**config.mk**
```make
export PLATFORM = sky130hd
export DESIGN_NAME = ap_ctrl_scheduler
export DESIGN_NICKNAME = d
export VERILOG_FILES = /design/src/rtl/ap_sched_pkg.sv /design/src/rtl/rr_arbiter.sv /design/src/rtl/ap_ctrl_scheduler.sv
export SDC_FILE = /design/constraint.sdc
export NUM_CORES = 1
export LEC_CHECK = 0
export ABC_AREA = 1
export CAP_MARGIN = 10
export CORE_MARGIN = 2
export CORE_UTILIZATION = 39
export DETAILED_ROUTE_END_ITERATION = 6
export GPL_TIMING_DRIVEN = 0
export PLACE_DENSITY_LB_ADDON = 0.3
export SETUP_SLACK_MARGIN = 0.5
export SYNTH_ARGS = -nofsm -noshare
export SYNTH_HDL_FRONTEND = slang
export SYNTH_SLANG_ARGS = --single-unit
```
**constraint.sdc**
```tcl
create_clock -name ap_clk -period 2.27 [get_ports ap_clk]
set_input_delay 0.454 -clock ap_clk [delete_from_list [all_inputs] [get_ports ap_clk]]
set_output_delay 0.454 -clock ap_clk [all_outputs]
set_load 0.02 [all_outputs]
```
**src/rtl/ap_sched_pkg.sv**
```systemverilog
// Shared types and default sizing for the ap_ctrl_chain request scheduler.
package ap_sched_pkg;

    localparam int unsigned DEF_NUM_REQ = 4;
    localparam int unsigned DEF_DW      = 32;
    localparam int unsigned DEF_TIMEOUT = 1024;
    localparam int unsigned TXN_W       = 16;

    typedef enum logic [1:0] {
        ST_IDLE      = 2'd0,
        ST_START     = 2'd1,
        ST_WAIT_DONE = 2'd2,
        ST_RESP      = 2'd3
    } state_e;

endpackage

```
**src/rtl/rr_arbiter.sv**
```systemverilog
// Round-robin pick: first asserted request after the last grant, wrapping.
module rr_arbiter #(
    parameter int unsigned NUM_REQ = 4,
    parameter int unsigned IW      = $clog2(NUM_REQ)
) (
    input  logic [NUM_REQ-1:0] req_i,
    input  logic [IW-1:0]      last_i,
    output logic [NUM_REQ-1:0] gnt_oh_c,
    output logic [IW-1:0]      gnt_idx_c,
    output logic               gnt_any_c
);

    int unsigned idx;

    always_comb begin
        gnt_oh_c  = '0;
        gnt_idx_c = '0;
        gnt_any_c = 1'b0;
        idx       = 0;
        for (int unsigned k = 1; k <= NUM_REQ; k++) begin
            idx = (32'(last_i) + k) % NUM_REQ;
            if (!gnt_any_c && req_i[IW'(idx)]) begin
                gnt_any_c             = 1'b1;
                gnt_idx_c             = IW'(idx);
                gnt_oh_c[IW'(idx)]    = 1'b1;
            end
        end
    end

endmodule

```
**src/rtl/ap_ctrl_scheduler.sv**
```systemverilog
// Shares one ap_ctrl_chain kernel among NUM_REQ requesters, one transaction at a time,
// with a per-transaction watchdog and a completed-transaction counter.
module ap_ctrl_scheduler
    import ap_sched_pkg::*;
#(
    parameter int unsigned NUM_REQ = DEF_NUM_REQ,
    parameter int unsigned DW      = DEF_DW,
    parameter int unsigned TIMEOUT = DEF_TIMEOUT
) (
    input  logic                       ap_clk,
    input  logic                       ap_rst_n,
    input  logic [NUM_REQ-1:0]         req_valid,
    input  logic [NUM_REQ*DW-1:0]      req_arg,
    output logic [NUM_REQ-1:0]         req_ack,
    output logic                       rsp_valid,
    output logic [$clog2(NUM_REQ)-1:0] rsp_id,
    output logic [DW-1:0]              rsp_data,
    output logic                       rsp_err,
    input  logic                       rsp_ready,
    output logic                       ap_start,
    output logic                       ap_continue,
    input  logic                       ap_ready,
    input  logic                       ap_done,
    output logic [DW-1:0]              ap_arg,
    input  logic [DW-1:0]              ap_return,
    output logic                       busy,
    output logic [TXN_W-1:0]           txn_count
);

    localparam int unsigned IW   = $clog2(NUM_REQ);
    localparam int unsigned WD_W = (TIMEOUT > 2) ? $clog2(TIMEOUT) : 1;
    localparam logic [WD_W-1:0] WD_LAST = WD_W'(TIMEOUT - 1);

    state_e               state_q, state_d;
    logic [1:0]           sync_q;
    logic [IW-1:0]        last_q, last_d;
    logic [IW-1:0]        id_q, id_d;
    logic [DW-1:0]        arg_q, arg_d;
    logic [DW-1:0]        data_q, data_d;
    logic                 err_q, err_d;
    logic [WD_W-1:0]      wd_q, wd_d;
    logic [TXN_W-1:0]     txn_count_q, txn_count_d;
    logic [NUM_REQ-1:0]   ack_q, ack_d;
    logic                 start_q, start_d;
    logic                 rspv_q, rspv_d;
    logic                 busy_q, busy_d;

    logic                 run;
    logic                 done_now;
    logic [NUM_REQ-1:0]   gnt_oh;
    logic [IW-1:0]        gnt_idx;
    logic                 gnt_any;
    logic [DW-1:0]        arg_sel;

    rr_arbiter #(
        .NUM_REQ (NUM_REQ),
        .IW      (IW)
    ) u_arb (
        .req_i     (req_valid),
        .last_i    (last_q),
        .gnt_oh_c  (gnt_oh),
        .gnt_idx_c (gnt_idx),
        .gnt_any_c (gnt_any)
    );

    // Reset release is resynchronised; the FSM may only grant once it has propagated.
    always_ff @(posedge ap_clk or negedge ap_rst_n) begin
        if (!ap_rst_n) sync_q <= 2'b00;
        else           sync_q <= {sync_q[0], 1'b1};
    end

    assign run = sync_q[1];

    always_comb begin
        arg_sel = '0;
        for (int i = 0; i < int'(NUM_REQ); i++) begin
            if (gnt_idx == IW'(i)) arg_sel = req_arg[i*DW +: DW];
        end
    end

    always_comb begin
        state_d     = state_q;
        last_d      = last_q;
        id_d        = id_q;
        arg_d       = arg_q;
        data_d      = data_q;
        err_d       = err_q;
        wd_d        = wd_q;
        txn_count_d = txn_count_q;
        ack_d       = '0;
        done_now    = 1'b0;

        case (state_q)
            ST_IDLE: begin
                if (run && gnt_any) begin
                    state_d = ST_START;
                    last_d  = gnt_idx;
                    id_d    = gnt_idx;
                    arg_d   = arg_sel;
                    ack_d   = gnt_oh;
                    wd_d    = '0;
                    err_d   = 1'b0;
                end
            end
            ST_START, ST_WAIT_DONE: begin
                // A completion seen on the last watchdog cycle still wins over expiry.
                done_now = (state_q == ST_START) ? (ap_ready && ap_done) : ap_done;
                if (done_now) begin
                    state_d = ST_RESP;
                    data_d  = ap_return;
                end else if (wd_q == WD_LAST) begin
                    state_d = ST_RESP;
                    data_d  = '0;
                    err_d   = 1'b1;
                end else begin
                    wd_d = wd_q + WD_W'(1);
                    if (state_q == ST_START && ap_ready) state_d = ST_WAIT_DONE;
                end
            end
            ST_RESP: begin
                if (rsp_ready) begin
                    state_d     = ST_IDLE;
                    txn_count_d = txn_count_q + TXN_W'(1);
                end
            end
            default: state_d = ST_IDLE;
        endcase

        start_d = (state_d == ST_START);
        rspv_d  = (state_d == ST_RESP);
        busy_d  = (state_d != ST_IDLE);
    end

    always_ff @(posedge ap_clk or negedge ap_rst_n) begin
        if (!ap_rst_n) begin
            state_q     <= ST_IDLE;
            last_q      <= IW'(NUM_REQ - 1);
            id_q        <= '0;
            arg_q       <= '0;
            data_q      <= '0;
            err_q       <= 1'b0;
            wd_q        <= '0;
            txn_count_q <= '0;
            ack_q       <= '0;
            start_q     <= 1'b0;
            rspv_q      <= 1'b0;
            busy_q      <= 1'b0;
        end else begin
            state_q     <= state_d;
            last_q      <= last_d;
            id_q        <= id_d;
            arg_q       <= arg_d;
            data_q      <= data_d;
            err_q       <= err_d;
            wd_q        <= wd_d;
            txn_count_q <= txn_count_d;
            ack_q       <= ack_d;
            start_q     <= start_d;
            rspv_q      <= rspv_d;
            busy_q      <= busy_d;
        end
    end

    // ap_continue mirrors rsp_ready in the same cycle so the kernel releases with the handshake.
    assign ap_continue = (state_q == ST_RESP) && rsp_ready;

    assign req_ack   = ack_q;
    assign rsp_valid = rspv_q;
    assign rsp_id    = id_q;
    assign rsp_data  = data_q;
    assign rsp_err   = err_q;
    assign ap_start  = start_q;
    assign ap_arg    = arg_q;
    assign busy      = busy_q;
    assign txn_count = txn_count_q;

endmodule

```
-- Word level (Yosys, flattened, before mapping)
Index checks and enable logic that the tools add are counted.
- bits in registers: 106
- output and inout port bits: 91
- add/sub/neg operators: 6
- order comparisons: 8
- equality and inequality tests: 13
- mux-type cells: 51
- bitwise gates (word level): 3
- reduce and logical (&&, ||, !) cells: 25
- operator list (operator ; number):
    $mux 32 ; 6
    $mux 10 ; 3
    $mux 4 ; 6
    $pmux 10 s2 ; 1
    $mux 2 ; 9
    $add 16x1->16 const B ; 1
    $mux 1 ; 16
    $lt 2x3->1 const B ; 4
    $or 4x4->4 ; 3
    $logic_and 1x1->1 ; 11
    $add 10x1->10 const B ; 1
    $eq 10x10->1 const B ; 1
    $eq 2x2->1 const B ; 5
    $bmux 1 s2 ; 4
    $demux 1 s2 ; 4
    $ge 2x1->1 const B ; 4
    $ne 2x2->1 const B ; 4
    $reduce_and 4->1 ; 2
    $eq 2x1->1 const B ; 3
    $pmux 2 s3 ; 1
    $reduce_and 2->1 ; 3
    $reduce_bool 2->1 ; 3
    $add 2x1->2 const B ; 2
    $add 2x2->2 const B ; 2
    4 further kinds ; 7

-- Logic depth before layout (Yosys ltp)
Gate-level depths: netlist of run 1.
- word-level depth: 18
- depth in mapped cells: 17

-- By module
From an unflattened synthesis of run 1, not the netlist that was laid out.
- cells, all modules: 746
- area total of the unflattened synthesis: 5814.3 µm²
- modules (own cells, without submodules) (module ; instances ; cells each ; area each (µm²) ; sequential area each (µm²)):
    ap_ctrl_scheduler ; 1 ; 672 ; 5356.4 ; 2655.0
    rr_arbiter ; 1 ; 74 ; 457.9 ; 0.0

-- Worst setup path before layout of run 1
Ideal clock, no wire load.
- path type: flip-flop to flip-flop
- start point: reg last_q[0]
- end point: reg arg_q[11], in the netlist ap_arg[11]
- setup time: 116 ps
- data arrival time: 2313 ps
- path slack: -159 ps
- stages on the path, launching flop included: 18
- buffers on the path: 3
- clock period less this slack: 2429 ps
- path through: dfstp_2 buf_6 inv_6 ha_1 inv_1 nand3_2 nand2_4 nor2_2 nand2_1 nand2_1 inv_2 nand3_4 buf_8 buf_6 o21ai_1 nand3_1 nand2_1 nand2_1
- word-level cells in the longest chain between the ends: 18
- elaborated cells between the ends (all ways): 36
- classes of those cells: add/sub: 4; eq/ne: 3; mux: 20; reduce/logical: 9
- RTL lines (element ; line ; RTL):
    start, declared ; ap_ctrl_scheduler.sv:36 ; logic [IW-1:0] last_q, last_d;
    start signal, assigned ; ap_ctrl_scheduler.sv:137 ; last_q <= IW'(NUM_REQ - 1);
    start signal, assigned ; ap_ctrl_scheduler.sv:150 ; last_q <= last_d;
    $add 2x1->2 ; rr_arbiter.sv:21 ; idx = (32'(last_i) + k) % NUM_REQ;
    $bmux 1 s2 ; rr_arbiter.sv:22 ; if (!gnt_any_c && req_i[IW'(idx)]) begin
    $mux 1 (not written as such) ; rr_arbiter.sv:22 ;
    $mux 1 ; rr_arbiter.sv:22 ;
    $logic_not 1->1 ; rr_arbiter.sv:22 ;
    $logic_and 1x1->1 ; rr_arbiter.sv:22 ;
    $mux 1 ; rr_arbiter.sv:22 ;
    $logic_not 1->1 ; rr_arbiter.sv:22 ;
    $logic_and 1x1->1 ; rr_arbiter.sv:22 ;
    $mux 1 ; rr_arbiter.sv:22 ;
    $logic_not 1->1 ; rr_arbiter.sv:22 ;
    $logic_and 1x1->1 ; rr_arbiter.sv:22 ;
    $mux 2 ; rr_arbiter.sv:22 ;
    $logic_not 2->1 ; ap_ctrl_scheduler.sv:77 ; if (gnt_idx == IW'(i)) arg_sel = req_arg[i*DW +: DW];
    $mux 32 (4 in series) ; ap_ctrl_scheduler.sv:77 ;
    end signal, assigned ; ap_ctrl_scheduler.sv:152 ; arg_q <= arg_d;
    end, declared ; ap_ctrl_scheduler.sv:38 ; logic [DW-1:0] arg_q, arg_d;
Parallel ways exist; a longest one is shown, timed or not. The select of a mux whose other input is x is not followed.
A chain may end at the register's enable or synchronous reset.

-- Final worst setup path of run 1
- start point: reg last_q[0]
- end point: reg arg_q[19], in the netlist ap_arg[19]
The elaborated chain is that of the path after synthesis.

==> results.sh, run 1 <==
export IMPL_core_area_mm2=0.0153
export IMPL_io_buffers=259
export IMPL_power_density_of_the_placed_cells_mw_per_mm2=1730
export IMPL_post_synth_main_area_contributors="dfrtp_1, nand2_1, nand3_1"
export IMPL_rows=45
export IMPL_report_final_setup_viol=48
export IMPL_synth_area_per_cell_um2=7.69
export IMPL_post_synth_most_frequent_cells="nand2_1, inv_1, nand3_1"
export IMPL_synth_seq_area_share_pct=43.4
export IMPL_ir_drop_mv=0.995
export IMPL_max_cap_violations=0
export IMPL_synth_area_mm2=0.00611
export IMPL_whs_ns=0.0782
export IMPL_grt_setup_unrepaired="true"
export IMPL_leakage_nw=5.79
export IMPL_finish_cell_count_without_fillers=1359
export IMPL_dr_pass1_iters=5
export IMPL_cp_arrival_ns=2.72
export IMPL_critical_path_required_ns=2.52
export IMPL_die_h_um=129
export IMPL_finalCriticalPeriod_ns=2.47
export IMPL_htreeDepth=3
export IMPL_timing_worst_setup_path_type="flop to flop"
export IMPL_clock_skew_final_ns=0.0107
export IMPL_yosysMostFrequentCell="nand2_1"
export IMPL_failed_checks="negative setup slack"
export IMPL_post_synth_num_cell_types=44
export IMPL_timing_max_slew_rel_slack_pct=64.3
export IMPL_cts_clk_slew_worst_paths_ns=0.07
export IMPL_filler_cell_count=1148
export IMPL_detail_route_wirelength_um=22800
export IMPL_hp_class="primary input to asynchronous set/reset pin"
export IMPL_detailedPlace_worstSlack_ns=-0.604
export IMPL_final_layout_size_suffix_gt1_share_pct=28.2
export IMPL_drt_iter0_drc=288
export IMPL_final_antenna_net_count=0
export IMPL_status="finished, violations left"
export IMPL_postSynthRegisterBits=106
export IMPL_hold_viol_final=0
export IMPL_ys_warn_count=0
export IMPL_worstMarginPinSlew_ns=0.536
export IMPL_clk_path_buf_depth=2
export IMPL_tritoncts="built"
export IMPL_critical_path_peak_fanout=6
export IMPL_grt_antenna_before_repair=0
export IMPL_vias_per_cell=5.00
export IMPL_grt_overflow_total=0
export IMPL_drt_wirelength_per_cell_um=16.8
export IMPL_clk_insertion_delay_late_ns=0.36
export IMPL_detail_route_drc_violations=0
export IMPL_area_growth_pct=82.6
export IMPL_report_power_total_mw=19.3
export IMPL_endpoint_kind="flop"
export IMPL_tritoncts_num_buffers=9
export IMPL_fin_crit_sh_pct=109
export IMPL_fin_area_mm2=0.0112
export IMPL_worst_setup_path_start_kind="flop"
export IMPL_design_die_area_mm2=0.0167
export IMPL_nNetsFinal=1324
export IMPL_num_io_pins=260
export IMPL_yosys_area_top_type_share_pct=42.6
export IMPL_postSynth_topFlopCell="dfrtp_1"
export IMPL_fp_dieW_um=129
export IMPL_placed_cells_incl_taps=1266
export IMPL_finalWorstSetupSlack_ns=-0.196
export IMPL_synth_edff_count=0
export IMPL_ctsRootBufferMaster="clkbuf_16"
export IMPL_initial_util_pct=40.1
export IMPL_cts_sinks=106
export IMPL_syn_num_nets=977
export IMPL_gr_usage_all_layers_pct=24.4
export IMPL_via_count_of_the_first_global_routing_pass=6029
export IMPL_synth_async_reset_ratio_pct=100
export IMPL_grt_start_max_net_pins=71
export IMPL_synthDominantAreaCellType="dfrtp_1"
export IMPL_detailed_place_hpwl_um=15000
export IMPL_detailed_place_area_mm2=0.00909
export IMPL_place_gp_congestion=0.863
export IMPL_grt_first_pass_wirelength_um=31500
export IMPL_max_freq_mhz=405
export IMPL_report_final_slew_viol_count=0
export IMPL_route_vias_total=6800
export IMPL_netlist_instances=795
[power breakdown]
part | internal (mW) | total, mW | switching [mW] | leakage [nW]
sequential | 2.63 | 3.06 | 0.431 | 1.33
clock | 0.794 | 1.56 | 0.766 | 0.142
combinational | 6.60 | 14.6 | 8.04 | 4.32
total | 10.0 | 19.3 | 9.24 | 5.79
[state kept, by name, indices dropped and copies added (netlist names)]
name,cells
req_ack,4
busy,1
wd_q,10
rsp_err,1
ap_arg,32
ap_start,1
last_q,2
txn_count,16
rsp_id,2
state_q,2
rsp_valid,1
sync_q,2
rsp_data,32
[worst max-delay path, stage by stage (launching register included)]
cell,delay (ns)
dfstp_2,0.57
buf_8,0.13
inv_12,0.03
ha_4,0.30
inv_4,0.05
nand3_4,0.09
nand2_8,0.09
nor2_4,0.14
nand2_1,0.07
nand2_2,0.08
inv_2,0.05
nand3_4,0.14
nor2_4,0.07
buf_12,0.13
buf_8,0.13
nand2_1,0.08
nand3_1,0.09
nand2_1,0.06
nand2_1,0.05
[final cells by class]
cell class / count / area (um^2) / area share [%]
Timing Repair Buffer: 335 / 3360 / 30.1
Multi-Input combinational cell: 525 / 3560 / 31.9
Clock inverter: 5 / 46.3 / 0.415
Clock buffer: 11 / 243 / 2.18
Antenna cell: 1 / 2.50 / 0.0224
Buffer: 39 / 502 / 4.50
Sequential cell: 106 / 2660 / 23.8
Inverter: 126 / 520 / 4.66
Tap cell: 211 / 264 / 2.37
[path summary, 6_finish.rpt]
path                            startpoint  depth (start not counted)  slack, ns      endpoint
worst max-delay path             last_q[0]                         18      -0.20    ap_arg[19]
worst min-delay path              ap_rst_n                          1       0.08  rsp_data[23]
worst max register to register   last_q[0]                         18      -0.20    ap_arg[19]
worst min register to register   sync_q[0]                          0       0.36     sync_q[1]
max in group asynchronous         ap_rst_n                          2       1.44       wd_q[3]
min in group ap_clk              sync_q[0]                          0       0.36     sync_q[1]
[cells by family after synthesis]
family | synth area share [%]
AO/OA/AOI/OAI | 11.4
buffers and inverters | 11.9
AND/OR/NAND/NOR | 27.4
flip-flops | 43.4
adder cells (fa/ha/maj) | 2.66
XOR/XNOR | 3.15
other | 0.0614
[cell usage in the layout, fill, tap and decap left out, types with 34 or more instances in the layout]
cell,synthesis,final
inv_1,119,106
dfrtp_1,104,102
clkdlybuf4s50_1,0,167
dlygate4sd2_1,0,82
buf_4,3,48
nand3_2,3,34
nand3_1,114,80
nand2_1,187,140
o21ai_1,32,35
[what timing repair did]
item | CTS | global route
setup buffers | 31 | 32
resized for setup | 195 | 251
pin swaps | 30 | 55
setup endpoints to repair | 178 | 105
gates cloned | 3 | 10
hold buffers | 0 | 0
[stage by stage]
step | utilization (%) | setup TNS, ns
global route | 73.1 | -11.49
floorplan | - | -0.631
global placement | 59.4 | -381.88
detailed placement | 59.6 | -18.13
CTS | 65.4 | -3.81
finish | 73.1 | -6.04
[per-layer routing]
layer	share of wire [%]	vias up	GRT usage [%]
met2	50	276	40.5
met3	9.1	40	8.71
met5	0	-	0
li1	-	3259	-
met1	39	3225	29.8
met4	2.2	0	7.48
(Power assumes the default switching activity.)
==> inputs of run 2 (changes only) <==
CORE_ASPECT_RATIO = 0.5   (was not set)
GPL_TIMING_DRIVEN = not set   (was 0)
==> run 2 against run 1 <==
  * The flow still finishes with violations (negative setup slack)
  * Combinational power down 9.6%
  * First-iteration DRC count up 23%
  * Critical path depth down 4
  * Clock skew down 0.0024 ns
  * Cell area down 1.3%
  * Worst setup slack better by 0.088 ns
  * Critical endpoint is now ap_arg[10]
  * Largest cell class unchanged
==> results.sh, run 2 (same netlist as run 1, synthesis figures left out) <==
export IMPL_worst_setup_path_start_kind="flop"
export IMPL_report_final_slew_viol_count=0
export IMPL_met1Wirelength_um=9210
export IMPL_detailedPlace_worstSlack_ns=-0.235
export IMPL_dr_pass1_iters=5
export IMPL_placed_cells_incl_taps=1253
export IMPL_timing_worst_setup_path_type="flop to flop"
export IMPL_detailed_place_hpwl_um=13600
export IMPL_layout_cells_most_common_list="clkdlybuf4s50_1, nand2_1, inv_1"
export IMPL_ir_drop_mv=1.23
export IMPL_timing_max_slew_rel_slack_pct=60.2
export IMPL_mostFrequentLayoutCell="clkdlybuf4s50_1"
export IMPL_fin_area_mm2=0.0110
export IMPL_report_power_total_mw=18.1
export IMPL_status="finished, violations left"
export IMPL_critical_path_peak_fanout=13
export IMPL_detail_route_drc_violations=0
export IMPL_vias_per_cell=5.05
export IMPL_nNetsFinal=1308
export IMPL_route_vias_total=6752
export IMPL_report_final_setup_viol=34
export IMPL_final_antenna_net_count=0
export IMPL_place_gp_congestion=0.847
export IMPL_htreeDepth=3
export IMPL_drt_iter0_drc=354
export IMPL_finalCriticalPeriod_ns=2.38
export IMPL_critical_path_required_ns=2.52
export IMPL_leakage_nw=5.60
export IMPL_grt_antenna_before_repair=1
export IMPL_hold_viol_final=0
export IMPL_failed_checks="negative setup slack"
export IMPL_endpoint_kind="flop"
export IMPL_tritoncts="built"
export IMPL_gr_usage_all_layers_pct=23.6
export IMPL_power_density_of_the_placed_cells_mw_per_mm2=1650
export IMPL_clk_path_buf_depth=2
export IMPL_finalWorstSetupSlack_ns=-0.108
export IMPL_via_count_of_the_first_global_routing_pass=6313
export IMPL_hp_class="primary input to asynchronous set/reset pin"
export IMPL_routed_wl_met3_um=1240
export IMPL_clk_insertion_delay_late_ns=0.35
export IMPL_io_buffers=259
export IMPL_tritoncts_num_buffers=9
export IMPL_whs_ns=0.163
export IMPL_ctsRootBufferMaster="clkbuf_16"
export IMPL_design_die_area_mm2=0.0167
export IMPL_fin_util_pct=71.6
export IMPL_area_growth_pct=80.2
export IMPL_max_freq_mhz=421
export IMPL_cp_arrival_ns=2.62
export IMPL_grt_overflow_total=0
export IMPL_cts_clk_slew_worst_paths_ns=0.08
export IMPL_drt_wirelength_per_cell_um=16.6
export IMPL_fp_dieW_um=181
export IMPL_clock_skew_final_ns=0.00829
export IMPL_setup_tns_final_ns=-1.17
export IMPL_detail_route_wirelength_um=22200
export IMPL_rows=32
export IMPL_grt_setup_unrepaired="true"
export IMPL_initial_util_pct=39.8
export IMPL_worstMarginPinSlew_ns=0.598
export IMPL_fin_crit_sh_pct=105
export IMPL_cts_sinks=106
export IMPL_num_io_pins=260
export IMPL_grt_start_max_net_pins=107
export IMPL_detailed_place_area_mm2=0.00914
export IMPL_max_cap_violations=0
export IMPL_finish_cell_count_without_fillers=1336
export IMPL_grt_first_pass_wirelength_um=31900
export IMPL_final_layout_size_suffix_gt1_share_pct=25.6
export IMPL_hold_buffers=0
export IMPL_route_top_layer_used="met4"
export IMPL_wl_met2_um=11300
export IMPL_die_h_um=92.5
export IMPL_core_area_mm2=0.0154
[run 2: what timing repair did]
action,4_1_cts,5_1_grt
gates resized for setup,164,177
pin swaps,19,41
endpoints found under the setup margin,177,105
gates cloned,8,7
hold endpoints to repair,0,0
setup buffers,22,29
[run 2: final cells by class]
class                      instances  area (um^2)
clock inverter                     6          108
inverter                         126          493
tap                              204          255
timing repair buffer             355         3640
sequential                       106         2660
fill                            1117         4360
antenna                            1         2.50
multi-input combinational        528         3610
clock buffer                      10          239
[run 2: worst paths after layout]
path                            startpoint            to  slack [ns]  cells after the start
worst max-delay path             last_q[0]    ap_arg[10]       -0.11                     14
worst max register to register   last_q[0]    ap_arg[10]       -0.11                     14
worst min-delay path              ap_rst_n  rsp_data[15]        0.16                      2
min in group ap_clk              sync_q[0]     sync_q[1]        0.35                      0
worst min register to register   sync_q[0]     sync_q[1]        0.35                      0
max in group asynchronous         ap_rst_n     ap_arg[1]        1.64                      2
[run 2: where the power goes]
group	internal [mW]	switching (mW)	total, mW
registers	2.63	0.532	3.16
clock network	1.03	0.783	1.81
logic	5.69	7.48	13.2
[run 2: critical path, stage by stage, from the launching register on]
cell,delay (ns)
dfstp_2,0.60
inv_8,0.04
ha_4,0.31
inv_4,0.06
nand3_4,0.09
nand2_8,0.09
nor2_4,0.15
nand3_2,0.12
nand3_4,0.12
buf_6,0.16
nand2_8,0.11
o21ai_0,0.20
inv_1,0.08
nand2_1,0.08
nand2_1,0.05
[run 2: per-layer routing]
metal  track usage (%)  vias up
li1                  -     3233
met1              29.5     3232
met2              41.3      248
met3              5.27       39
met4              7.45        0
met5                 0        -
